<file path="src/rtl/iob_uart16550_stream_bridge.sv">
// Wishbone master that configures an iob_uart16550 core, then polls LSR to move
// bytes between valid/ready streams and the UART FIFOs with sticky error capture.
module iob_uart16550_stream_bridge #(
    parameter int          ADDR_W   = 5,
    parameter logic [7:0]  LCR_CFG  = 8'h1B,
    parameter logic [7:0]  IER_CFG  = 8'h00,
    parameter int          RX_DEPTH = 4,
    parameter int          TX_BURST = 16
) (
    input  logic              clk,
    input  logic              wb_rst_i,
    output logic [ADDR_W-1:0] wb_adr_o,
    output logic [31:0]       wb_dat_o,
    input  logic [31:0]       wb_dat_i,
    output logic [3:0]        wb_sel_o,
    output logic              wb_we_o,
    output logic              wb_stb_o,
    output logic              wb_cyc_o,
    input  logic              wb_ack_i,
    input  logic [15:0]       div_i,
    input  logic              cfg_req_i,
    output logic              cfg_done_o,
    input  logic [7:0]        tx_data_i,
    input  logic              tx_valid_i,
    output logic              tx_ready_o,
    output logic [7:0]        rx_data_o,
    output logic              rx_valid_o,
    input  logic              rx_ready_i,
    output logic [2:0]        err_o,
    input  logic              err_clr_i
);

    localparam int PW = $clog2(RX_DEPTH);
    localparam int CW = PW + 1;
    localparam int BW = $clog2(TX_BURST + 1);

    typedef enum logic [2:0] {
        CFG_DLAB,
        CFG_DL1,
        CFG_DL2,
        CFG_LCR,
        CFG_IER,
        POLL_LSR,
        RD_RB,
        WR_THR
    } state_t;

    state_t            state;
    state_t            acc_state;
    logic [15:0]       div_q;
    logic [BW-1:0]     burst_cnt;
    logic              cfg_pend;

    logic [7:0]        mem [RX_DEPTH];
    logic [PW-1:0]     wptr;
    logic [PW-1:0]     rptr;
    logic [CW-1:0]     count;

    logic [ADDR_W-1:0] acc_adr;
    logic              acc_we;
    logic [7:0]        acc_byte;
    logic [7:0]        rd_byte;
    logic [2:0]        err_set;
    logic              ack_now;
    logic              push;
    logic              pop;
    logic              full;

    assign ack_now    = wb_cyc_o & wb_ack_i;
    assign rd_byte    = 8'(wb_dat_i >> {wb_adr_o[1:0], 3'b000});
    assign full       = (count == CW'(RX_DEPTH));
    assign push       = ack_now && (state == RD_RB);
    assign rx_valid_o = (count != '0);
    assign pop        = rx_valid_o && rx_ready_i;
    assign rx_data_o  = mem[rptr];
    assign tx_ready_o = ack_now && (state == WR_THR);
    assign err_set    = (ack_now && state == POLL_LSR) ? rd_byte[3:1] : 3'b000;

    // Access to launch from the idle cycle; a finished or empty burst falls back to an LSR poll.
    always_comb begin
        acc_state = state;
        acc_adr   = '0;
        acc_we    = 1'b0;
        acc_byte  = 8'h00;
        case (state)
            CFG_DLAB: begin acc_adr = ADDR_W'(3); acc_we = 1'b1; acc_byte = LCR_CFG | 8'h80; end
            CFG_DL1:  begin acc_adr = ADDR_W'(0); acc_we = 1'b1; acc_byte = div_q[7:0]; end
            CFG_DL2:  begin acc_adr = ADDR_W'(1); acc_we = 1'b1; acc_byte = div_q[15:8]; end
            CFG_LCR:  begin acc_adr = ADDR_W'(3); acc_we = 1'b1; acc_byte = LCR_CFG & 8'h7F; end
            CFG_IER:  begin acc_adr = ADDR_W'(1); acc_we = 1'b1; acc_byte = IER_CFG; end
            POLL_LSR: acc_adr = ADDR_W'(5);
            RD_RB:    acc_adr = ADDR_W'(0);
            WR_THR: begin
                if (tx_valid_i && burst_cnt < BW'(TX_BURST)) begin
                    acc_adr  = ADDR_W'(0);
                    acc_we   = 1'b1;
                    acc_byte = tx_data_i;
                end else begin
                    acc_adr   = ADDR_W'(5);
                    acc_state = POLL_LSR;
                end
            end
            default: acc_adr = ADDR_W'(5);
        endcase
    end

    always_ff @(posedge clk or posedge wb_rst_i) begin
        if (wb_rst_i) begin
            state      <= CFG_DLAB;
            wb_cyc_o   <= 1'b0;
            wb_stb_o   <= 1'b0;
            wb_we_o    <= 1'b0;
            wb_adr_o   <= '0;
            wb_dat_o   <= '0;
            wb_sel_o   <= '0;
            div_q      <= 16'd1;
            burst_cnt  <= '0;
            cfg_pend   <= 1'b0;
            cfg_done_o <= 1'b0;
        end else begin
            cfg_pend <= cfg_pend | cfg_req_i;
            if (!wb_cyc_o) begin
                if (!wb_ack_i) begin
                    wb_cyc_o <= 1'b1;
                    wb_stb_o <= 1'b1;
                    wb_we_o  <= acc_we;
                    wb_adr_o <= acc_adr;
                    wb_dat_o <= acc_we ? (32'(acc_byte) << {acc_adr[1:0], 3'b000}) : 32'h0;
                    wb_sel_o <= 4'b0001 << acc_adr[1:0];
                    state    <= acc_state;
                    if (state == CFG_DLAB)
                        div_q <= (div_i == 16'd0) ? 16'd1 : div_i;
                end
            end else if (wb_ack_i) begin
                wb_cyc_o <= 1'b0;
                wb_stb_o <= 1'b0;
                case (state)
                    CFG_DLAB: state <= CFG_DL1;
                    CFG_DL1:  state <= CFG_DL2;
                    CFG_DL2:  state <= CFG_LCR;
                    CFG_LCR:  state <= CFG_IER;
                    CFG_IER: begin
                        state      <= POLL_LSR;
                        cfg_done_o <= 1'b1;
                    end
                    POLL_LSR: begin
                        if (cfg_pend) begin
                            state      <= CFG_DLAB;
                            cfg_done_o <= 1'b0;
                            cfg_pend   <= cfg_req_i;
                        end else if (rd_byte[0] && !full) begin
                            state <= RD_RB;
                        end else if (rd_byte[5] && tx_valid_i) begin
                            state     <= WR_THR;
                            burst_cnt <= '0;
                        end
                    end
                    RD_RB:   state <= POLL_LSR;
                    WR_THR:  burst_cnt <= burst_cnt + 1'b1;
                    default: state <= POLL_LSR;
                endcase
            end
        end
    end

    // Sticky error flags: a clear loses to a new set in the same cycle.
    always_ff @(posedge clk or posedge wb_rst_i) begin
        if (wb_rst_i)
            err_o <= 3'b000;
        else
            err_o <= (err_clr_i ? 3'b000 : err_o) | err_set;
    end

    always_ff @(posedge clk or posedge wb_rst_i) begin
        if (wb_rst_i) begin
            for (int i = 0; i < RX_DEPTH; i++)
                mem[i] <= 8'h00;
            wptr  <= '0;
            rptr  <= '0;
            count <= '0;
        end else begin
            if (push) begin
                mem[wptr] <= rd_byte;
                wptr      <= wptr + 1'b1;
            end
            if (pop)
                rptr <= rptr + 1'b1;
            if (push && !pop)
                count <= count + 1'b1;
            else if (pop && !push)
                count <= count - 1'b1;
        end
    end

endmodule

</file>
<file path="config.mk">
export PLATFORM = sky130hd
export DESIGN_NAME = iob_uart16550_stream_bridge
export DESIGN_NICKNAME = d
export VERILOG_FILES = /design/src/rtl/iob_uart16550_stream_bridge.sv
export SDC_FILE = /design/constraint.sdc
export NUM_CORES = 1
export LEC_CHECK = 0
export ABC_CLOCK_PERIOD_IN_PS = 4200
export BUFFER_PORTS_ARGS = -buffer_cell sky130_fd_sc_hd__buf_2
export CAP_MARGIN = 10
export CORE_UTILIZATION = 54
export CTS_CLUSTER_SIZE = 14
export DETAILED_ROUTE_END_ITERATION = 10
export GPL_ROUTABILITY_DRIVEN = 0
export PLACE_DENSITY = 0.79
export SLEW_MARGIN = 20
export SYNTH_ARGS = -nofsm -noshare
export SYNTH_HDL_FRONTEND = slang
export SYNTH_SLANG_ARGS = --single-unit
</file>
<file path="constraint.sdc">
create_clock -name clk -period 4.2 [get_ports clk]
set_input_delay 0.84 -clock clk [delete_from_list [all_inputs] [get_ports clk]]
set_output_delay 0.84 -clock clk [all_outputs]
set_load 0.02 [all_outputs]
</file>
# After elaboration in Yosys (flattened, before gate mapping)
# Cells that the tools add are included.
[word_totals] output_inout_bits=58 input_bits=63 regBits=112 elab_cells=127
[op_classes] n_mux=41 eq_ne=17 n_addsub=5 shift=3 n_bitwise=7 order_cmp=4 reduce_logical=31
[op_table] cell="8-bit one-hot mux with 5 select lines" count=1
[op_table] cell="3-bit two-way mux" count=13
[op_table] cell="32-bit bitwise mux" count=1
[op_table] cell="32-bit two-way mux" count=1
[op_table] cell="8-bit two-way mux" count=4
[op_table] cell="8-bit by 5-bit left shift with 32-bit output" count=1
[op_table] cell="32-bit by 5-bit right shift with 8-bit output" count=1
[op_table] cell="5-bit one-hot mux with 5 select lines" count=1
[op_table] cell="3-bit one-hot mux with 6 select lines" count=1
[op_table] cell="8-bit binary-select mux with 2-bit select" count=1
[op_table] cell="8-bit demux with 2-bit select" count=1
[op_table] cell="16-bit zero test" count=1
[op_table] cell="16-bit two-way mux" count=1
[op_table] cell="3-bit equality test, second input constant" count=5
[op_table] cell="5-bit two-way mux" count=3
[op_table] cell="6-bit AND reduction" count=2
[op_table] cell="1-bit logical AND" count=10
[op_table] cell="1-bit two-way mux" count=10
[op_table] cell="2-bit inequality test, second input constant" count=5
[op_table] cell="5-bit one-hot mux with 2 select lines" count=1
[op_table] cell="2-bit nonzero test" count=4
[op_table] cell="2-bit OR reduction" count=4
[op_table] cell="7-bit by 2-bit inequality test with 1-bit output, second input constant" count=1
[op_table] cell="3-bit by 2-bit equality test with 1-bit output, second input constant" count=2
[op_table] cell="24 further kinds" count=33

# Logic depth before layout (Yosys ltp)
[logic_depth] ltp_word=8 mapped_depth=9 depth_no_buf=9

# Least setup slack after synthesis
# Ideal clock, no wire load.
[synth_timing] path_kind="in2reg" start="input wb_ack_i" end="register count[2]" n_path_buf=0 t_required_ns=4.121 t_arrival_ns=2.359 slack_ns=1.762 stages=9 setup_ns=0.079 path_cell_list="ha_1 -> nand2_1 -> nor2_4 -> ha_1 -> inv_1 -> fa_1 -> xor2_1 -> nor2_1 -> xor2_1"
[synth_via] elab_chain_len=5 elab_cells_between_ends=7 cone_classes="mux: 1; bitwise: 1; reduce/logical: 5"
[synth_rtl] element="start: declaration" line_no="19" source="input logic wb_ack_i,"
[synth_rtl] element="1-bit bitwise AND (*)" line_no="69" source="assign ack_now = wb_cyc_o & wb_ack_i;"
[synth_rtl] element="1-bit logical AND (*)" line_no="72" source="assign push = ack_now && (state == RD_RB);"
[synth_rtl] element="named net push" line_no="65" source="logic push;"
[synth_rtl] element="1-bit zero test" line_no="190" source="else if (pop && !push)"
[synth_rtl] element="1-bit logical AND" line_no="190"
[synth_rtl] element="2-bit nonzero test (no source line)"
[synth_rtl] element="end signal: assignment" line_no="189" source="count <= count + 1'b1;"
[synth_rtl] element="end signal: assignment" line_no="191" source="count <= count - 1'b1;"
[synth_rtl] element="end: declaration" line_no="57" source="logic [CW-1:0] count;"
# The timed path passes the listed nets; every way through them passes the cells marked *.
# A chain may end at the register's enable or synchronous reset.

# Worst setup path after layout
[layout_timing] start="register state[2]" end="output tx_ready_o"
[layout_via] elab_chain_len=2
[layout_rtl] element="start: declaration" line_no="48" source="state_t state;"
[layout_rtl] element="start signal: assignment" line_no="130" source="state <= acc_state;"
[layout_rtl] element="3-bit equality test" line_no="76" source="assign tx_ready_o = ack_now && (state == WR_THR);"
[layout_rtl] element="1-bit logical AND" line_no="76"
[layout_rtl] element="end: declaration" line_no="25" source="output logic tx_ready_o,"
# Every way passes these cells.

==> results.tsv <==
stage	metric	value	unit
run_status	status	finished clean	
layout	area_delta_synth_final	16.8	%
clock_network	numCtsBuffers	9	
logic_synthesis	ys_warn_count	0	
die	ios	121	
grt	grt_pass1_wl	17400	um
die	fp-row-count	34	
logic_synthesis	yosys.area.top_type	dfrtp_1	
die	die-area	9720	sq um
clock_network	ctsRootBufferMaster	clkbuf_8	
layout	fin_cells	624	
layout	final_cell_area	5890	sq um
clock_network	cts_tree	built	
critical_path	timing.critical_path.buf_inv	2	
clock_network	clkSinkCount	110	
drt	wire_per_inst	17.1	um
sta	min_period_over_period	67.2	%
drt	drc	0	
clock_network	cts-resized-gates	0	
clock_network	htree_num_levels	3	
placement	dpl.cell_count	607	
critical_path	slowest_delay	0.82	ns
drt	wl_met3	560	um
sta	max-slew-margin-rel	49.7	%
placement	dp_hpwl	7870	um
critical_path	timing.critical_path.from	state[2]	
grt	gr-total-overflow	0	
critical_path	crit_path_top_delay_cell	dfrtp_1	
drt	met2_length	5460	um
drt	route.vias.total	3521	
critical_path	cp-start-kind	register	
layout	drive_gt1_share	40.4	%
sta	rsz0062_at_grt	false	
critical_path	r2r_start	state[2]	
critical_path	critical_path.top_delay_family	flip-flops	
placement	place_area	5700	sq um
logic_synthesis	ys_ff_latch	110	
critical_path	cp.arrival	1.98	ns
sta	max_freq	355	MHz
run	cap_viol_max_count	0	
grt	track_usage	23.2	%
critical_path	critical_path.cell_chain	and3_1 -> nand2_1 -> inv_1 -> buf_2	
logic_synthesis	ys_async_sr_fraction	100	%
sta	fin_skew	0.0123	ns
die	initial_core_util	56.7	%
logic_synthesis	seq_area_frac_synth	54.7	%
drt	wl_met1	4390	um
die	core_area	8890	sq um
die	die_w	98.6	um
clock_network	clk_pin_slew	0.11	ns
logic_synthesis	ys.flop_type	dfrtp_1	
logic_synthesis	synth.cell_area	5040	sq um
critical_path	r2r-end	count[2]	
layout	fin_nets	582	
logic_synthesis	synthTopCellsByArea	dfrtp_1 54%, mux2_2 11%, mux4_2 6.3%	
layout	fin_util	66.2	%
critical_path	r2r_setup_slack	1.52	ns
sta	setup_viol	0	
drt	dr.pass1.iters	4	
sta	slew_viol_final	0	
layout	layout_commonest_cell	buf_2	
critical_path	r2r.worst_path.cells	8	
critical_path	path_depth	4	
drt	top_layer_used	met4	
critical_path	crit_required	3.36	ns
critical_path	cp-end-kind	primary output	
critical_path	critPathKind	reg2out	
sta	worstMarginPinSlew	0.754	ns
sta	fin_setup_tns	0	ns
power	p_per_area	633	nW/um^2
clock_network	post-cts-setup-buffer-count	0	
power	leakagePower	2.92	nW
logic_synthesis	synth-edff-count	0	
grt	grt_max_degree	64	
clock_network	cts_buffer_depth	2	
drt	avgViaCountPerCell	5.64	
power	peakVddDrop	0.295	mV
drt	ant_nets	0	
sta	fin_crit	2.82	ns
hold_path	hold_path_class	reg2reg	
layout	final_cell_mix	118 x buf_2, 109 x dfrtp_1, 49 x mux2_2	
logic_synthesis	postSynthCellCount	396	
drt	drt-initial-drc-count	113	
placement	numPortBuffers	118	
critical_path	cp_max_fo	25	
logic_synthesis	syn-mean-instance-area	12.7	sq um
logic_synthesis	yosys.area.top_type_share	54.1	%
clock_network	holdBufCountCts	0	
clock_network	worst_skew_pair.late_latency	0.37	ns
logic_synthesis	yosysUniqueCellTypes	51	
drt	wl	10700	um
grt	grt_pass1_vias	3588	
grt	antenna_found_initial	1	
critical_path	cp-endpoint	tx_ready_o	
die	die_h	98.6	um
sta	final_hold_viol_count	0	
kinds of logic (layout without fill, tap and decap cells):
| group | Yosys count | count (layout) | synth area share (%) |
|---|---|---|---|
| AOI/OAI and AO/OA | 80 | 80 | 11.7 |
| xor gates and xnor gates | 11 | 11 | 1.91 |
| adders and majority gates | 9 | 9 | 2.38 |
| buffers and inverters | 43 | 161 | 3.58 |
| DFF | 110 | 110 | 54.7 |
| muxes | 66 | 66 | 17.9 |
| other | 1 | 3 | 0.0744 |
| and+or+nand+nor | 76 | 76 | 7.80 |
power breakdown:
group / switching, mW / internal, mW / total, mW
clock network: 0.372 / 0.224 / 0.596
registers: 0.360 / 1.42 / 1.78
logic: 0.700 / 0.654 / 1.35
area by class of cell:
class / instances / area [sq um]
Antenna cell: 1 / 2.50
Clock buffer: 9 / 124
Clock inverter: 7 / 57.6
Fill cell: 677 / 3000
Inverter: 24 / 92.6
Multi-Input combinational cell: 244 / 2110
Sequential cell: 110 / 2750
Tap cell: 108 / 135
Timing Repair Buffer: 121 / 613
routing by layer:
metal / GRT usage, % / vias up
li1: - / 1663
met1: 29.1 / 1713
met2: 39.4 / 125
met3: 5.18 / 20
met4: 9.18 / 0
met5: 0 / -
metrics by stage:
step	power (mW)	hold WS, ns	setup slack, ns
2_1_floorplan	2.74	0.449	0.459
3_3_place_gp	3.09	0.459	1.52
3_5_place_dp	3.17	0.467	1.41
4_1_cts	3.76	0.494	1.39
5_1_grt	3.95	0.507	1.25
6_report	3.73	0.494	1.38
worst min path at each step:
| stage | from | to | cells past startpoint |
|---|---|---|---|
| after floorplan | count[2] | count[2] | 1 |
| after global placement | wb_we_o | wb_we_o | 1 |
| after detailed placement | wb_we_o | wb_we_o | 1 |
| after CTS | wb_dat_o[31] | wb_dat_o[31] | 1 |
| after global routing | wb_we_o | wb_we_o | 1 |
| final | wb_dat_o[13] | wb_dat_o[13] | 1 |
sequential cells by signal, indices dropped and copies added (netlist names), 3 cells and up:
name and flops:
mem 32, div_q 16, burst_cnt 5, wb_adr_o 3, wb_dat_o 32, state 3
count 3, wb_sel_o 4, err_o 3
cells in the mapped netlist, drive strengths merged (2+ instances only):
| library cell | number |
|---|---|
| mux2i | 2 |
| a21o | 2 |
| a2bb2oi | 5 |
| mux4 | 14 |
| a31oi | 2 |
| o31ai | 2 |
| clkbuf | 9 |
| nor2 | 14 |
| nand3 | 4 |
| nor2b | 16 |
| o21ai | 19 |
| nand4 | 3 |
| inv | 23 |
| o21a | 2 |
| dfrtp | 109 |
| nand2 | 22 |
| ha | 8 |
| o2111ai | 2 |
| nor3 | 2 |
| and3 | 3 |
| o2bb2ai | 18 |
| xnor2 | 5 |
| a2111oi | 3 |
| a21oi | 9 |
| o22ai | 4 |
| buf | 10 |
| nand2b | 5 |
| o22a | 3 |
| or3 | 3 |
| mux2 | 50 |
| xor2 | 6 |
| a22oi | 3 |
| nor4 | 3 |
Power figures use the tool's default switching activity.
